--- config.mk ---
export PLATFORM = sky130hd
export DESIGN_NAME = pc_fetch_unit
export DESIGN_NICKNAME = d
export VERILOG_FILES = /design/src/rtl/pc_fetch_unit.sv
export SDC_FILE = /design/constraint.sdc
export NUM_CORES = 1
export LEC_CHECK = 0
export CAP_MARGIN = 15
export CORE_ASPECT_RATIO = 1.4
export CORE_MARGIN = 8
export CORE_UTILIZATION = 39
export CTS_CLUSTER_DIAMETER = 50
export CTS_CLUSTER_SIZE = 24
export DETAILED_ROUTE_END_ITERATION = 8
export PLACE_DENSITY = 0.78
export SYNTH_ARGS = -nofsm -noshare
export SYNTH_HDL_FRONTEND = slang
export SYNTH_SLANG_ARGS = --single-unit
--- constraint.sdc ---
create_clock -name clk -period 2.1 [get_ports clk]
set_input_delay 0.315 -clock clk [delete_from_list [all_inputs] [get_ports clk]]
set_output_delay 0.315 -clock clk [all_outputs]
set_load 0.02 [all_outputs]
--- src/rtl/pc_fetch_unit.sv ---
// Program-counter and fetch-control stage.
// Holds the registered PC that addresses instruction memory, selects the next PC from
// sequential / redirect / stall, detects the halt word and keeps sticky halt and
// misalignment status plus a retired-instruction counter.
module pc_fetch_unit #(
    parameter logic [31:0] RESET_VECTOR = 32'h0000_0000,
    parameter logic [31:0] HALT_INSN    = 32'h0000_0063
) (
    input  logic        clk,
    input  logic        rst,
    input  logic        stall,
    input  logic        redirect_valid,
    input  logic [31:0] redirect_target,
    input  logic [31:0] instruction,
    output logic [31:0] pc,
    output logic [31:0] pc_plus4,
    output logic        fetch_valid,
    output logic        halted,
    output logic        misalign_err,
    output logic [31:0] retired_count
);

    logic is_halt_word;
    logic target_misaligned;

    // Decode the current fetch and redirect request; sequential PC wraps naturally mod 2^32.
    always_comb begin
        pc_plus4          = pc + 32'd4;
        fetch_valid       = !halted;
        is_halt_word      = (instruction == HALT_INSN);
        target_misaligned = (redirect_target[1:0] != 2'b00);
    end

    // PC / status / counter update; priority: reset, halted, stall, halt word, redirect, step.
    always_ff @(posedge clk) begin
        if (rst) begin
            pc            <= RESET_VECTOR;
            halted        <= 1'b0;
            misalign_err  <= 1'b0;
            retired_count <= 32'd0;
        end else if (!halted && !stall) begin
            if (is_halt_word) begin
                // Halt word beats a simultaneous redirect and is not counted as retired.
                halted <= 1'b1;
            end else if (redirect_valid) begin
                if (target_misaligned) begin
                    // Never load an unaligned PC; stop fetching instead.
                    misalign_err <= 1'b1;
                    halted       <= 1'b1;
                end else begin
                    pc            <= redirect_target;
                    retired_count <= retired_count + 32'd1;
                end
            end else begin
                pc            <= pc_plus4;
                retired_count <= retired_count + 32'd1;
            end
        end
    end

endmodule

; Word-level counts from Yosys, hierarchy flattened
; Index checks and enable logic that the tools add are counted.
[totals]
regBits = 66
in_bits = 68
out_inout_bits = 99
wordCells = 25
[op_classes]
add_sub_neg = 2
n_eq_ne = 2
n_mux = 7
bitwise = 1
reduce_logical = 9
[op_table]
columns = operator, count
row1 = $mux W32, 4
row2 = $add A32 B1 Y32 const B, 1
row3 = $add A32 B3 Y32 const B, 1
row4 = $eq A32 B7 Y1 const B, 1
row5 = $reduce_and A3 Y1, 2
row6 = $reduce_bool A2 Y1, 3
row7 = $reduce_and A4 Y1, 1
row8 = $mux W1, 3
row9 = $logic_not A1 Y1, 2
row10 = $ne A2 B2 Y1 const B, 1
row11 = $logic_and A1 B1 Y1, 1
row12 = $not A1 Y1, 1

; Longest topological paths before layout
; Gate-level depths: netlist of the first run.
[logic_depth]
word_depth = 4
mapped_depth = 8
mapped_depth_nobuf = 6

; Worst setup path after synthesis of the first run
; No wires, ideal clock.
[synth_path]
path_kind = reg-to-output
start = register pc[2]
end = output pc_plus4[30]
arrival_time_ps = 2190
required_ps = 1785
path_slack_ps = -405
stages_incl_launch_ff = 6
path_buffers = 0
cell_sequence = dfxtp_1 -> ha_1 -> nand3_1 -> nor4_2 -> and4bb_2 -> xor2_1
[synth_between]
elab_chain_cells = 1
[synth_lines]
columns = item, line
row1 = from (decl), 15  ; output logic [31:0] pc,
row2 = from (signal assigned), 51  ; pc <= redirect_target;
row3 = from (signal assigned), 55  ; pc <= pc_plus4;
row4 = $add A32 B3 Y32, 28  ; pc_plus4 = pc + 32'd4;
row5 = to (decl), 16  ; output logic [31:0] pc_plus4,
; Every way passes these cells.

; Final worst setup path of the first run
[layout_path]
start = register pc[16]
end = output pc_plus4[30]
; The elaborated chain is that of the path after synthesis.

==> results_dict.tcl, run 1 <==
set metrics [dict create \
    ant_nets 0 \
    drt_wl_total_mm 17.3 \
    whs_ns 0.497 \
    critPathMaxFanout 4 \
    maxSlewHeadroom_pct 67.7 \
    worstMarginPinSlew_ns 0.477 \
    drt_pass1_iterations 5 \
    multiInputGateArea_um2 2750 \
    row_count 42 \
    cap_violations 0 \
    synth_edf_count 0 \
    synth_cells 462 \
    p_leak_uw 0.00286 \
    dieArea_um2 13200 \
    seq_area_um2 1370 \
    cp-end-kind "output pin" \
    layout_setup_ws_ns -0.310 \
    ios 167 \
    die_y_um 133 \
    ys_seq_area_share_pct 34.6 \
    async_flop_share_pct 0 \
    routed_via_density 5.73 \
    start_util_pct 40.1 \
    portBuffers 166 \
    status "finished with violations" \
    fin_crit_sh_pct 115 \
    finalSetupTns_ns -4.28 \
    setup_violations 47 \
    placed_cell_area_um2 6290 \
    ys_types 64 \
    mostFrequentLayoutCells "138 x clkdlybuf4s50_1, 99 x buf_4, 51 x dfxtp_1" \
    dp_hpwl_mm 11.7 \
    synth.avg_cell_area_um2 8.26 \
    synth.cell_area_um2 3810 \
    rsz0062_at_grt "yes" \
    yosysWarnings 0 \
    hp-class "flop to flop" \
    final_cells 854 \
    violations "setup timing" \
    cp.arrival_ns 2.10 \
    drc 0 \
    grt_pass1_vias 4992 \
    syn2layout_area_growth_pct 87.3 \
    wl_per_cell_um 20.3 \
    fillers 643 \
    total_power_uw 3700 \
    hold_buffers 0 \
    critPathLaunchType "flop" \
    path_class "flop to output pin" \
    gp_congestion 0.917 \
    cts_sinks 66 \
    hold_viol_final 0 \
    drv_slew 0 \
    numCtsBuffers 9 \
    htreeDepth 3 \
    layout_commonest_cell "clkdlybuf4s50_1" \
    irDropWorstVdd_mv 0.433 \
    crit_required_ns 1.78 \
    grt_max_degree 37 \
    antenna_found_initial 0 \
    overflow 0 \
    cts_tree "built" \
    ys_seq_elements 66 \
    final_area_um2 7140 \
    layout.nets 787 \
    drive_above_1_share_pct 31.4 \
    syn_nets 532 \
    skew_ns 0.0104 \
    p_per_area_nw_per_um2 518 \
    synth-main-ff-cell "dfxtp_1" \
    die_w_um 99.6 \
    clk_latency_ns 0.33 \
    clockBufferDepth 2 \
    grt_use_total_pct 23.9 \
    min_period_ns 2.41 \
    coreArea_um2 9510 \
    drt_first_iter_violations 270 \
    post-place-cells 819 \
    insertedDiodeCount 0 \
    clk_pin_slew_ns 0.06 \
    num_vias 4892 \
    fmax_ghz 0.415 \
    grt_pass1_wl_mm 25.7 \
    clock-root-buffer "clkbuf_16" \
]
## sequential cells by signal, summed over array words and instances, names as in the netlist
register and flops:
pc 32, retired_count 32, halted 1, misalign_err 1
## worst max-delay path: stages, from the launching register on
cell and delay [ns]:
dfxtp_2 0.33, buf_4 0.14, nand4_1 0.19, nor4_4 0.32, buf_4 0.20, and4bb_2 0.26
xor2_2 0.19, buf_6 0.14
## synth_stat cells, types with 13 or more instances
| cell type | count | share of area (%) |
|---|---|---|
| or3_1 | 16 | 2.6 |
| nor2_1 | 38 | 3.7 |
| nand2_1 | 37 | 3.6 |
| and3_1 | 22 | 3.6 |
| xnor2_1 | 17 | 3.9 |
| o21ai_0 | 27 | 3.5 |
| nor3_1 | 13 | 1.7 |
| dfxtp_1 | 66 | 35 |
| nand3_1 | 20 | 2.6 |
| clkbuf_1 | 14 | 1.4 |
| a21oi_1 | 24 | 3.1 |
| nand4_1 | 14 | 2.3 |
| xor2_1 | 18 | 4.1 |
## kinds of logic (layout without fill, tap and decap cells)
group / Yosys count / count (layout) / share of synthesized area (%)
flip-flops: 66 / 66 / 34.6
XOR/XNOR: 35 / 35 / 8.04
buffers and inverters: 37 / 297 / 5.15
AO/OA/AOI/OAI: 111 / 111 / 20.2
AND/OR/NAND/NOR: 209 / 209 / 30.8
multiplexers: 2 / 2 / 0.558
adder cells (fa/ha/maj): 2 / 2 / 0.656
## timing repair
action / CTS / global route
pin swaps: 15 / 23
resized for setup: 156 / 54
setup endpoints to repair: 38 / 67
setup buffers: 13 / 8
gates cloned: 1 / 1
## layout make-up
type | instances | area share, %
Timing Repair Buffer | 272 | 35.2
Sequential cell | 66 | 19.1
Inverter | 9 | 0.473
Tap cell | 132 | 2.31
Clock buffer | 9 | 3.15
Clock inverter | 7 | 1.30
Multi-Input combinational cell | 359 | 38.4
## final timing paths
check	start	to	slack, ns	cells past startpoint
setup / recovery	pc[16]	pc_plus4[30]	-0.31	7
hold / removal	retired_count[28]	retired_count[28]	0.50	2
setup reg to reg	pc[16]	pc[24]	0	9
hold reg to reg	retired_count[28]	retired_count[28]	0.50	2
## metrics by stage
| stage | setup WS, ns | utilization (%) |
|---|---|---|
| CTS | -0.241 | 72.3 |
| global placement | -0.344 | 66.2 |
| floorplan | 0.00465 | - |
| global route | -0.371 | 75.1 |
| finish | -0.310 | 75.1 |
| detailed placement | -0.380 | 66.2 |
## report_power, final
group          internal (uW)  switching (uW)
logic                    403             364
clock network           1040             567
registers               1290            41.8
## routing by layer
layer  track usage, %  wire length (um)  vias up
li1                 -                 -     2259
met1             24.6              6160     2357
met2             44.8              9490      239
met3             6.25              1240       37
met4             8.36               449        0
met5                0                 0        -
Power figures use the tool's default switching activity.
==> run 2: changes to the inputs <==
--- a/config.mk
+++ b/config.mk
@@ -13,6 +13,7 @@
 export CTS_CLUSTER_SIZE = 24
 export DETAILED_ROUTE_END_ITERATION = 8
 export PLACE_DENSITY = 0.78
+export SETUP_SLACK_MARGIN = 0.4
 export SYNTH_ARGS = -nofsm -noshare
 export SYNTH_HDL_FRONTEND = slang
 export SYNTH_SLANG_ARGS = --single-unit
==> run 2 against run 1 <==
The run still ends with setup timing left. Worst hold slack improved by 0.0086 ns. Final cell count grew 10%. Global-route usage grew 6.5 points. Clock skew increased by 0.0021 ns. Fmax decreased by 5.6%. Sequential power barely moved. Non-clock buffer count increased by 83.
==> results_dict.tcl, run 2 (synthesis gave the netlist of run 1 again) <==
set metrics [dict create \
    antenna_found_initial 4 \
    layout_setup_ws_ns -0.453 \
    ios 167 \
    coreArea_um2 9510 \
    seq_area_um2 1410 \
    clockBufferDepth 2 \
    wl_per_cell_um 31.7 \
    post-place-cells 821 \
    grt_max_degree 25 \
    clk_pin_slew_ns 0.07 \
    min_from "rst" \
    p_seq_share_pct 34.4 \
    cp.arrival_ns 2.24 \
    routed_via_density 6.84 \
    p_leak_uw 0.00392 \
    drt_first_iter_violations 811 \
    holdPathStages 3 \
    largestRegisters "pc x32, retired_count x32" \
    cap_violations 0 \
    dp_hpwl_mm 12.3 \
    drc 0 \
    row_count 42 \
    clock-root-buffer "clkbuf_16" \
    hold_buffers 0 \
    violations "setup timing" \
    numCtsBuffers 9 \
    layout_commonest_cell "buf_4" \
    path_class "flop to output pin" \
    irDropWorstVdd_mv 0.594 \
    p_sw_share_pct 32.8 \
    mostFrequentLayoutCells "116 x buf_4, 91 x buf_6, 48 x dlygate4sd2_1" \
    drv_slew 0 \
    final_core_util_pct 92.3 \
    worstMarginPinSlew_ns 0.519 \
    combPwrFrac_pct 26.8 \
    gp_congestion 0.849 \
    rsz0062_at_grt "yes" \
    htreeDepth 3 \
    dieArea_um2 13200 \
    skew_ns 0.0125 \
    whs_ns 0.506 \
    fillers 289 \
    min_period_ns 2.55 \
    finalSetupTns_ns -8.41 \
    p_per_area_nw_per_um2 444 \
    num_vias 6432 \
    critPathMaxFanout 5 \
    final_cells 941 \
    portBuffers 166 \
    cts_sinks 66 \
    ant_nets 0 \
    status "finished with violations" \
    rr_startpoint "pc[3]" \
    reg2reg_depth 11 \
    syn2layout_area_growth_pct 130 \
    drt_pass1_iterations 5 \
    multiInputGateArea_um2 3510 \
    die_w_um 99.6 \
    critPathLaunchType "flop" \
    drive_above_1_share_pct 56.9 \
    fin_crit_sh_pct 122 \
    grt_pass1_vias 5742 \
    maxSlewHeadroom_pct 65.2 \
    hp-class "input port to flop" \
    p_int_uw 2620 \
    clk_latency_ns 0.36 \
    hold_viol_final 0 \
    layout.nets 871 \
    pwr-share-clk_pct 38.8 \
    cts_tree "built" \
    cp-end-kind "output pin" \
    start_util_pct 40.1 \
    startpoint "pc[7]" \
    setup_violations 32 \
    crit_required_ns 1.78 \
    drt_wl_total_mm 29.9 \
    fmax_ghz 0.392 \
    grt_use_total_pct 30.4 \
    grt_pass1_wl_mm 31.9 \
    power_switching_uw 1280 \
    overflow 0 \
    die_y_um 133 \
]
run 2: cell count changes in the layout (fill, tap and decap cells not counted), sizes merged:
cell and delta:
buf +108, bufinv -2, clkbuf +7, clkdlybuf4s15 +5, clkdlybuf4s50 -91, clkinv +1, diode +3, dlygate4sd2 +46
dlymetal6s2s +9, or4 +1
run 2: per-layer routing:
layer / vias up / share of wire [%] / global-route usage, %
li1: 2434 / - / -
met3: 253 / 12 / 7.56
met1: 3014 / 33 / 31.1
met5: - / 0.16 / 0
met4: 4 / 9.4 / 19.1
met2: 727 / 46 / 53.8
run 2: metrics by stage:
stage                     setup WS, ns  cell area (um^2)  total power (uW)
after floorplan                 0.0657              4360              1680
after global placement          -0.342              6640              2100
after detailed placement        -0.346              6640              2110
after CTS                       -0.235              7800              3550
after global routing            -0.492              8770              3970
final                           -0.453              8780              3900
run 2: worst paths after layout:
| kind | endpoint | slack, ns |
|---|---|---|
| setup / recovery | pc_plus4[23] | -0.45 |
| hold / removal | retired_count[19] | 0.51 |
| setup reg to reg | pc[24] | -0.32 |
| hold reg to reg | retired_count[11] | 0.52 |
run 2: repair_timing:
action                                  4_1_cts  5_1_grt
cloned                                        2        0
resized for setup                           418      171
pin swaps                                    78       87
setup buffers                                53       46
endpoints found under the setup margin      135      101
run 2: critical path: stages, from the launching register on:
cell and delay, ns:
dfxtp_4 0.39, nand4_4 0.25, buf_4 0.25, or4_4 0.47, nor2_4 0.13, xor2_2 0.21
buf_6 0.16
run 2: power groups by stage:
stage	Combinational, uW	Sequential (uW)	Clock (uW)
5_1_grt	1060	1340	1570
6_report	1040	1340	1510
4_1_cts	786	1330	1440
3_5_place_dp	756	1350	0
3_3_place_gp	748	1350	0
2_1_floorplan	265	1420	0
run 2: area by class of cell:
class	count	share of cell area, %
Clock buffer	10	2.72
Multi-Input combinational cell	360	40.0
Tap cell	132	1.88
Sequential cell	66	16.1
Clock inverter	6	0.470
Inverter	9	0.385
Antenna cell	3	0.0855
Timing Repair Buffer	355	38.4
==> run 3: changes to the inputs <==
--- a/config.mk
+++ b/config.mk
@@ -14,6 +14,7 @@
 export DETAILED_ROUTE_END_ITERATION = 8
 export PLACE_DENSITY = 0.78
 export SETUP_SLACK_MARGIN = 0.4
+export SLEW_MARGIN = 20
 export SYNTH_ARGS = -nofsm -noshare
 export SYNTH_HDL_FRONTEND = slang
 export SYNTH_SLANG_ARGS = --single-unit
==> results of run 3 <==
The final DEF is identical to that of run 2; final timing and power are the same.
